$ cat src/rtl/mpsoc_uart_bus_bridge_pkg.sv
// Shared types and constants for the UART-to-peripheral-bus bridge.
package mpsoc_uart_bus_bridge_pkg;
    typedef enum logic [2:0] {
        S_IDLE,
        S_GET_ALO,
        S_GET_DLO,
        S_GET_DHI,
        S_BUS,
        S_SEND_B0,
        S_SEND_B1
    } state_t;

    localparam int         CMD_WR_BIT = 7;
    localparam logic [7:0] ACK_BYTE   = 8'hA5;
    localparam int         ADDR_HI_W  = 6;
endpackage

$ cat src/rtl/mpsoc_uart_bus_bridge_tx.sv
// 8N1 serializer; a load in the last stop-bit cycle chains frames without a gap.
module mpsoc_uart_bus_bridge_tx #(
    parameter int BAUD_DIV = 16
) (
    input  logic       i_clk,
    input  logic       i_rst_n,
    input  logic       i_load,
    input  logic [7:0] i_byte,
    output logic       o_busy,
    output logic       o_done,
    output logic       o_txd
);
    localparam int CW = $clog2(BAUD_DIV);

    logic [CW-1:0] r_cnt;
    logic [3:0]    r_bit;
    logic [8:0]    r_sh;
    logic          r_busy;
    logic          r_txd;
    logic          w_bit_end;

    assign w_bit_end = (r_cnt == CW'(BAUD_DIV - 1));
    assign o_done    = r_busy & w_bit_end & (r_bit == 4'd9);
    assign o_busy    = r_busy;
    assign o_txd     = r_txd;

    always_ff @(posedge i_clk or negedge i_rst_n) begin
        if (!i_rst_n) begin
            r_cnt  <= '0;
            r_bit  <= '0;
            r_sh   <= '1;
            r_busy <= 1'b0;
            r_txd  <= 1'b1;
        end else if (i_load) begin
            r_cnt  <= '0;
            r_bit  <= '0;
            r_sh   <= {1'b1, i_byte};
            r_busy <= 1'b1;
            r_txd  <= 1'b0;
        end else if (r_busy) begin
            if (w_bit_end) begin
                r_cnt <= '0;
                r_bit <= r_bit + 4'd1;
                if (r_bit == 4'd9) begin
                    r_busy <= 1'b0;
                    r_txd  <= 1'b1;
                end else begin
                    // shift-in of ones makes the stop bit fall out last
                    r_txd <= r_sh[0];
                    r_sh  <= {1'b1, r_sh[8:1]};
                end
            end else begin
                r_cnt <= r_cnt + CW'(1);
            end
        end
    end
endmodule

$ cat src/rtl/mpsoc_uart_bus_bridge.sv
// UART command receiver driving single-cycle msp430 peripheral-bus accesses.
module mpsoc_uart_bus_bridge
    import mpsoc_uart_bus_bridge_pkg::*;
#(
    parameter int BAUD_DIV     = 16,
    parameter int TIMEOUT_BITS = 64
) (
    input  logic        mclk,
    input  logic        puc_rst_n,
    input  logic        uart_rxd,
    output logic        uart_txd,
    output logic [13:0] per_addr,
    output logic [15:0] per_din,
    output logic        per_en,
    output logic [1:0]  per_we,
    input  logic [15:0] per_dout,
    output logic        busy,
    output logic        frame_err
);
    localparam int CW     = $clog2(BAUD_DIV);
    localparam int HALF   = BAUD_DIV / 2;
    localparam int TO_LIM = TIMEOUT_BITS * BAUD_DIV;
    localparam int TW     = $clog2(TO_LIM + 2);

    logic          r_rx_s1, r_rx_s2, r_rx_s3;
    logic          r_rx_act;
    logic [CW-1:0] r_rx_cnt;
    logic [3:0]    r_rx_bit;
    logic [7:0]    r_rx_sh;
    logic          r_rx_vld;
    logic          r_rx_ferr;
    logic          w_rx_fall;

    state_t                r_state;
    logic                  r_wr;
    logic [ADDR_HI_W-1:0]  r_addr_hi;
    logic [7:0]            r_addr_lo;
    logic [7:0]            r_dlo;
    logic [7:0]            r_rd_hi;
    logic [TW-1:0]         r_to_cnt;
    logic [13:0]           r_per_addr;
    logic [15:0]           r_per_din;
    logic                  r_per_en;
    logic [1:0]            r_per_we;
    logic                  r_busy;
    logic                  r_ferr;

    logic       w_get;
    logic       w_to;
    logic       w_tx_load;
    logic [7:0] w_tx_byte;
    logic       w_tx_busy;
    logic       w_tx_done;

    assign w_rx_fall = r_rx_s3 & ~r_rx_s2;

    always_ff @(posedge mclk or negedge puc_rst_n) begin
        if (!puc_rst_n) begin
            r_rx_s1   <= 1'b1;
            r_rx_s2   <= 1'b1;
            r_rx_s3   <= 1'b1;
            r_rx_act  <= 1'b0;
            r_rx_cnt  <= '0;
            r_rx_bit  <= '0;
            r_rx_sh   <= '0;
            r_rx_vld  <= 1'b0;
            r_rx_ferr <= 1'b0;
        end else begin
            r_rx_s1   <= uart_rxd;
            r_rx_s2   <= r_rx_s1;
            r_rx_s3   <= r_rx_s2;
            r_rx_vld  <= 1'b0;
            r_rx_ferr <= 1'b0;
            if (!r_rx_act) begin
                if (w_rx_fall) begin
                    r_rx_act <= 1'b1;
                    r_rx_cnt <= CW'(1);
                    r_rx_bit <= '0;
                end
            end else begin
                if (r_rx_cnt == CW'(BAUD_DIV - 1)) begin
                    r_rx_cnt <= '0;
                    r_rx_bit <= r_rx_bit + 4'd1;
                end else begin
                    r_rx_cnt <= r_rx_cnt + CW'(1);
                end
                if (r_rx_cnt == CW'(HALF)) begin
                    unique case (1'b1)
                        (r_rx_bit == 4'd0): begin
                            if (r_rx_s2) r_rx_act <= 1'b0;
                        end
                        (r_rx_bit == 4'd9): begin
                            r_rx_act  <= 1'b0;
                            r_rx_vld  <= r_rx_s2;
                            r_rx_ferr <= ~r_rx_s2;
                        end
                        default: r_rx_sh <= {r_rx_s2, r_rx_sh[7:1]};
                    endcase
                end
            end
        end
    end

    assign w_get = (r_state == S_GET_ALO) || (r_state == S_GET_DLO) ||
                   (r_state == S_GET_DHI);
    assign w_to  = w_get && (r_to_cnt > TW'(TO_LIM));

    // read data low byte goes straight from the bus so TX starts right after BUS
    assign w_tx_load = ((r_state == S_BUS) && !w_tx_busy) ||
                       ((r_state == S_SEND_B0) && w_tx_done && !r_wr);
    assign w_tx_byte = (r_state == S_BUS) ? (r_wr ? ACK_BYTE : per_dout[7:0])
                                          : r_rd_hi;

    always_ff @(posedge mclk or negedge puc_rst_n) begin
        if (!puc_rst_n) begin
            r_state    <= S_IDLE;
            r_wr       <= 1'b0;
            r_addr_hi  <= '0;
            r_addr_lo  <= '0;
            r_dlo      <= '0;
            r_rd_hi    <= '0;
            r_to_cnt   <= '0;
            r_per_addr <= '0;
            r_per_din  <= '0;
            r_per_en   <= 1'b0;
            r_per_we   <= 2'b00;
            r_busy     <= 1'b0;
            r_ferr     <= 1'b0;
        end else begin
            r_per_en <= 1'b0;
            r_per_we <= 2'b00;
            r_ferr   <= r_rx_ferr | w_to;
            if (w_get && !r_rx_act) begin
                if (r_to_cnt != '1) r_to_cnt <= r_to_cnt + TW'(1);
            end else begin
                r_to_cnt <= '0;
            end
            if ((w_get && r_rx_ferr) || w_to) begin
                r_state <= S_IDLE;
                r_busy  <= 1'b0;
            end else begin
                unique case (r_state)
                    S_IDLE: if (r_rx_vld) begin
                        r_wr      <= r_rx_sh[CMD_WR_BIT];
                        r_addr_hi <= r_rx_sh[ADDR_HI_W-1:0];
                        r_state   <= S_GET_ALO;
                        r_busy    <= 1'b1;
                    end
                    S_GET_ALO: if (r_rx_vld) begin
                        r_addr_lo <= r_rx_sh;
                        if (r_wr) begin
                            r_state <= S_GET_DLO;
                        end else begin
                            r_state    <= S_BUS;
                            r_per_en   <= 1'b1;
                            r_per_addr <= {r_addr_hi, r_rx_sh};
                        end
                    end
                    S_GET_DLO: if (r_rx_vld) begin
                        r_dlo   <= r_rx_sh;
                        r_state <= S_GET_DHI;
                    end
                    S_GET_DHI: if (r_rx_vld) begin
                        r_state    <= S_BUS;
                        r_per_en   <= 1'b1;
                        r_per_we   <= 2'b11;
                        r_per_addr <= {r_addr_hi, r_addr_lo};
                        r_per_din  <= {r_rx_sh, r_dlo};
                    end
                    S_BUS: begin
                        r_rd_hi <= per_dout[15:8];
                        r_state <= S_SEND_B0;
                    end
                    S_SEND_B0: if (w_tx_done) begin
                        if (r_wr) begin
                            r_state <= S_IDLE;
                            r_busy  <= 1'b0;
                        end else begin
                            r_state <= S_SEND_B1;
                        end
                    end
                    S_SEND_B1: if (w_tx_done) begin
                        r_state <= S_IDLE;
                        r_busy  <= 1'b0;
                    end
                    default: r_state <= S_IDLE;
                endcase
            end
        end
    end

    mpsoc_uart_bus_bridge_tx #(
        .BAUD_DIV (BAUD_DIV)
    ) u_tx (
        .i_clk   (mclk),
        .i_rst_n (puc_rst_n),
        .i_load  (w_tx_load),
        .i_byte  (w_tx_byte),
        .o_busy  (w_tx_busy),
        .o_done  (w_tx_done),
        .o_txd   (uart_txd)
    );

    assign per_addr  = r_per_addr;
    assign per_din   = r_per_din;
    assign per_en    = r_per_en;
    assign per_we    = r_per_we;
    assign busy      = r_busy;
    assign frame_err = r_ferr;
endmodule

$ cat config.mk
export PLATFORM = sky130hd
export DESIGN_NAME = mpsoc_uart_bus_bridge
export DESIGN_NICKNAME = d
export VERILOG_FILES = /design/src/rtl/mpsoc_uart_bus_bridge_pkg.sv /design/src/rtl/mpsoc_uart_bus_bridge_tx.sv /design/src/rtl/mpsoc_uart_bus_bridge.sv
export SDC_FILE = /design/constraint.sdc
export NUM_CORES = 1
export LEC_CHECK = 0
export ABC_AREA = 1
export CORE_UTILIZATION = 53
export DETAILED_ROUTE_END_ITERATION = 8
export PLACE_DENSITY = 0.78
export SETUP_SLACK_MARGIN = 0.02
export SYNTH_ARGS = -nofsm -noshare
export SYNTH_HDL_FRONTEND = slang
export SYNTH_HIERARCHICAL = 1
export SYNTH_SLANG_ARGS = --single-unit
$ cat constraint.sdc
create_clock -name mclk -period 3.4 [get_ports mclk]
set_clock_uncertainty 0.2 [all_clocks]
set_input_delay 0.51 -clock mclk [delete_from_list [all_inputs] [get_ports mclk]]
set_output_delay 0.51 -clock mclk [all_outputs]
set_load 0.1 [all_outputs]
## After elaboration in Yosys (flattened, before gate mapping)

Cells that the tools add are included.

- Div/mod/pow operators: 0
- Multipliers: 0
- Order comparisons: 1
- Shifts and indexed selects: 0
- Eq/ne operators: 25
- Reductions and logical operators: 33
- Mux-type cells: 67
- Bitwise logic cells: 7
- Add/sub/neg operators: 5

Operators by type and width:

| operator | count |
|---|---|
| $mux 4 | 12 |
| $mux 14 | 3 |
| $mux 9 | 4 |
| $pmux 14 s2 | 1 |
| $mux 1 | 27 |
| $mux 3 | 9 |
| $mux 11 | 2 |
| $pmux 3 s7 | 1 |
| $eq 4x4->1 const B | 5 |
| $reduce_and 3->1 | 6 |
| $add 4x1->4 const B | 4 |
| $mux 8 | 2 |
| $ne 3x2->1 const B | 5 |
| $add 11x1->11 const B | 1 |
| $gt 11x11->1 const B | 1 |
| $ne 11x11->1 const B | 1 |
| $reduce_and 5->1 | 2 |
| $eq 3x3->1 const B | 3 |
| $reduce_bool 2->1 | 4 |
| $eq 3x2->1 const B | 2 |
| $logic_and 1x1->1 | 6 |
| $mux 2 | 3 |
| $ne 2x1->1 const B | 3 |
| $ne 2x2->1 const B | 3 |
| other kinds (15) | 28 |

- Bits of input ports: 19
- ROM bits: 0
- Output and inout port bits: 36
- Bits in writable memories: 0
- Flip-flop bits (word level): 121
- Memories: 0
- Bits in latches: 0
- Logic and storage cells: 165

## Longest topological paths before layout

- Depth after elaboration: 8
- Depth in mapped cells: 15
- Depth with buffers taken out: 13

## By module

Netlist, hierarchy kept.

Modules (own cells, without submodules):

| module | instances | area each (µm²) | cells each | seq. area each (µm²) |
|---|---|---|---|---|
| mpsoc_uart_bus_bridge | 1 | 4634.4 | 543 | 2531.2 |
| mpsoc_uart_bus_bridge_tx | 1 | 1051.0 | 120 | 461.7 |

## Worst setup path before layout

No wires, ideal clock.

- Path type: flip-flop to flip-flop
- From: register u_tx.r_bit[1]
- To: register u_tx.r_bit[0]
- Setup slack: 1.309 ns
- Library setup time: 0.127 ns
- Data required time: 3.073 ns
- Arrival time: 1.764 ns
- Path buffers: 2
- Cell stages (with the launch flop): 16
- Period minus slack after synthesis: 2.091 ns
- Cell sequence: dfrtp_1 > inv_1 > ha_1 > nand2_1 > nor2_2 > inv_1 > nor3_1 > inv_1 > o22ai_1 > buf_6 > inv_8 > nand2_4 > buf_12 > nand2_8 > nand2_1 > o31ai_1

- Word-level cells in the longest chain between the ends: 7
- Elaborated cells on any way between the ends: 9
- Classes of those cells: 1 x eq/ne; 1 x mux; 1 x bitwise; 6 x reduce/logical

Ends and longest elaborated chain:

| item | line | source |
|---|---|---|
| from (decl) | mpsoc_uart_bus_bridge_tx.sv:16 | `logic [3:0] r_bit;` |
| from (signal assigned) | mpsoc_uart_bus_bridge_tx.sv:43 | `r_bit <= r_bit + 4'd1;` |
| $eq 4x4->1 (*) | mpsoc_uart_bus_bridge_tx.sv:23 | `assign o_done = r_busy & w_bit_end & (r_bit == 4'd9);` |
| $and 1x1->1 (*) | mpsoc_uart_bus_bridge_tx.sv:23 |  |
| named net w_tx_done | mpsoc_uart_bus_bridge.sv:53 | `logic w_tx_done;` |
| $logic_and 1x1->1 (*) (2 in a row) | mpsoc_uart_bus_bridge.sv:110 | `((r_state == S_SEND_B0) && w_tx_done && !r_wr);` |
| $logic_or 1x1->1 (*) | mpsoc_uart_bus_bridge.sv:109 | `assign w_tx_load = ((r_state == S_BUS) && !w_tx_busy) \|\|` |
| named net w_tx_load | mpsoc_uart_bus_bridge.sv:50 | `logic w_tx_load;` |
| $reduce_bool 2->1 (no source line) | n/a |  |
| $reduce_and 2->1 (no source line) | n/a |  |

The timed path passes the listed nets; every way through them passes the cells marked *.
A chain may end at the register's enable or synchronous reset.

## Worst setup path in the final report

- From: register r_per_we[0] (netlist: per_we[0])
- To: output per_we[0]

RTL lines:

| item | line | source |
|---|---|---|
| from (decl) | mpsoc_uart_bus_bridge.sv:44 | `logic [1:0] r_per_we;` |
| from (signal assigned) | mpsoc_uart_bus_bridge.sv:126 | `r_per_we <= 2'b00;` |
| from (signal assigned) | mpsoc_uart_bus_bridge.sv:131 | `r_per_we <= 2'b00;` |
| from (signal assigned) | mpsoc_uart_bus_bridge.sv:166 | `r_per_we <= 2'b11;` |
| to (decl) | mpsoc_uart_bus_bridge.sv:15 | `output logic [1:0] per_we,` |

No word-level cell between the ends.

==> summary.md <==
| Metric | Value |
|---|---|
| Slew Viols, Final | 0 |
| Clock sinks | 119 |
| CP delay by family, top | buffers and inverters |
| Setup TNS | 0 ns |
| Routability Congestion | 0.845 |
| Crit path max-delay cell type | clkdlybuf4s50_1 |
| Core Area | 10400 um2 |
| Yosys top cell area share | 47.1% |
| Endpoints failing hold | 0 |
| R2r setup slk | 0.96 ns |
| Max-Cap Viols | 0 |
| Pwr Total | 3.77 mW |
| Worst hold-check path type | flip-flop to flip-flop |
| Top post-synthesis cells by count | nand2_1 (239), dfrtp_1 (107), nand3_1 (55) |
| Vert. Die Dim | 106 um |
| WP buf/inv | 1 |
| Starting density of the core | 54.8% |
| Flop and latch count out of synthesis | 119 |
| Slew headroom | 34.3% |
| FFs w/ async S/R, synth | 100% |
| Iter 0 DRT Violations | 465 |
| CP Launch Point | per_we[0] |
| Crit Path Category | flip-flop to output port |
| Critical Path Start Type | flip-flop |
| Via Count | 4766 |
| Hold path endpoint | r_rx_s2 |
| Layout cells sized above 1 | 15.9% |
| CTS max path bufs | 2 |
| Crit share post-route | 79.6% |
| Fin crit period | 2.71 ns |
| Dominant synthesized flop cell | dfrtp_1 |
| DRT Pass-1 Iters | 5 |
| Synth Warn # | 6 |
| Top post-synthesis cells by area | dfrtp_1 (47%), nand2_1 (16%), dfstp_2 (5.5%) |
| Cts repair resizes | 0 |
| CTS tree | yes |
| Total track usage | 24.0% |
| Maximum VDD drop | 0.369 mV |
| Reg-to-Reg End | u_tx/r_sh[6] |
| Worst r2r src | r_state[2] |
| Worst-path clk slew | 0.06 ns |
| Mapped Cells | 663 |
| Largest net degree at the start of global routing | 66 |
| Pwr dens | 551 nW/um2 |
| GRT overflow | 0 |
| Die width | 106 um |
| IO buf count | 54 |
| Routed Antenna Nets | 0 |
| Wirelength per Cell | 14.4 um |
| Num rows | 37 |
| Biggest area consumer among synthesized cells | dfrtp_1 |
| IO Count | 55 |
| DR vias/cell | 5.48 |
| Clock Latency Late Sink | 0.54 ns |
| RSZ-0062 raised after global routing | no |
| Layout Nets | 750 |
| Worst Path Max Fanout | 2 |
| HPWL Detailed | 8360 um |
| Critical path endpoint category | output port |
| Drt total wl | 12600 um |
| # diodes | 0 |
| Area grow syn2layout | 20.4% |
| Hold Startpoint | r_rx_s1 |
| First-pass GRT wire length | 20900 um |
| F_max | 369 MHz |
| Required @ worst endpoint | 2.69 ns |
| Critical Path AT | 2.00 ns |
| Worst-margin pin slew | 0.983 ns |
| Initial antenna violation count | 0 |
| Status | completed |
| Count of unique library cells instantiated by Yosys | 40 |
| Die ar. | 11100 um2 |
| Root buffer cell | clkbuf_8 |
| CP peak stage delay | 1.13 ns |
| Inserted Clock Buffers | 17 |
| Hold Path Cell Cnt | 0 |
| Critical-path cell list | clkdlybuf4s50_1 |
| EDFF count, synth | 0 |
| Cell Area, Synth | 5690 um2 |
| CTS HTree Levels | 4 |
| Fill cell count | 838 |
| Drt drc | 0 |
| Syn Nets | 692 |
| Lkg Pwr | 3.41 nW |
| Syn Area/Cell | 8.58 um2 |
| Most frequent cell after synthesis | nand2_1 |
| Reg2reg path depth | 11 |
| Vias in the first global route | 4525 |
| WP depth | 1 |
| Sequential share of the synthesized area | 52.6% |
| Setup violators final | 0 |
==> cell usage in the layout, fill, tap and decap left out, types with 2 or more instances in the layout <==
master	Yosys	final
a21oi_1	8	8
buf_4	4	40
bufinv_16	0	3
clkbuf_1	7	2
clkbuf_16	0	16
clkbuf_8	0	7
clkdlybuf4s50_1	0	20
clkinv_1	2	2
clkinv_2	0	2
clkinvlp_4	0	2
dfrtp_1	107	107
dfstp_2	12	12
ha_1	10	10
inv_1	48	48
inv_2	5	5
inv_8	2	2
nand2_1	239	239
nand2_2	4	4
nand2_4	3	3
nand3_1	55	55
nand3_4	2	2
nand4_1	35	35
nor2_1	26	26
nor2_2	2	2
nor2_4	5	5
nor3_1	2	2
o21ai_0	43	43
o21ai_2	3	3
o22ai_1	3	3
o31ai_1	5	5
or2_1	2	2
or2_2	3	3
xnor2_1	2	2
xor2_1	3	3
==> flip-flops by register name, summed over array words and instances, names as in the netlist, 6 cells and up <==
signal / count
u_tx/r_sh: 8
per_addr: 14
r_addr_hi: 6
r_dlo: 8
r_rx_sh: 8
r_addr_lo: 8
per_din: 16
r_to_cnt: 11
r_rd_hi: 8
==> kinds of logic (layout without fill, tap and decap cells) <==
group | Yosys count | count (layout) | share of synthesized area (%)
AOI/OAI and AO/OA | 68 | 68 | 6.89
xor gates and xnor gates | 5 | 5 | 0.770
adders and majority gates | 10 | 10 | 2.20
buffers and inverters | 80 | 151 | 6.89
DFF | 119 | 119 | 52.6
muxes | 1 | 1 | 0.198
and+or+nand+nor | 380 | 380 | 30.4
==> how the worst max path moves through the flow <==
stage / endpoint / slack, ns
final: per_we[0] / 0.69
after floorplan: u_tx/r_bit[0] / 1.31
after global routing: per_we[0] / 0.65
after detailed placement: u_tx/r_sh[6] / 0.99
after CTS: per_en / 0.68
after global placement: u_tx/r_bit[0] / 1.13
==> cell type report <==
type	instances	area, um2	area share (%)
Clock buffer	25	504	7.37
Timing Repair Buffer	62	531	7.75
Clock inverter	7	115	1.68
Multi-Input combinational cell	464	2300	33.6
Tap cell	136	170	2.49
Inverter	57	229	3.35
Sequential cell	119	2990	43.7
==> stage by stage <==
step	hold WS [ns]	util, %	area, um2	setup slack (ns)	std cells
floorplan	0.0144	-	5690	1.31	663
global placement	0.146	59.9	6210	1.13	837
detailed placement	0.147	59.9	6210	0.993	837
CTS	0.156	66.0	6840	0.678	870
global route	0.157	66.0	6840	0.650	870
finish	0.156	66.0	6840	0.693	870
==> per-layer routing <==
metal  up-vias  global-route usage (%)  routed length (um)  share of wire [%]
li1       2274                       -                   -                  -
met1      2307                    29.2                5290                 42
met2       156                    40.6                6420                 51
met3        29                    6.25                 595                4.7
met4         0                    9.72                 257                2.0
met5         -                       0                   0                  0
==> power by group <==
group          leakage (nW)  total, mW  switching [mW]  internal [mW]
combinational          1.55      0.355           0.234          0.122
clock                 0.300       1.84           0.612           1.23
sequential             1.56       1.57          0.0821           1.49
total                  3.41       3.77           0.928           2.84
==> what timing repair did <==
action,CTS,global route
buffers inserted,0,0
hold buffers,1,0
hold endpoints to repair,45,0
Power figures use the tool's default switching activity.
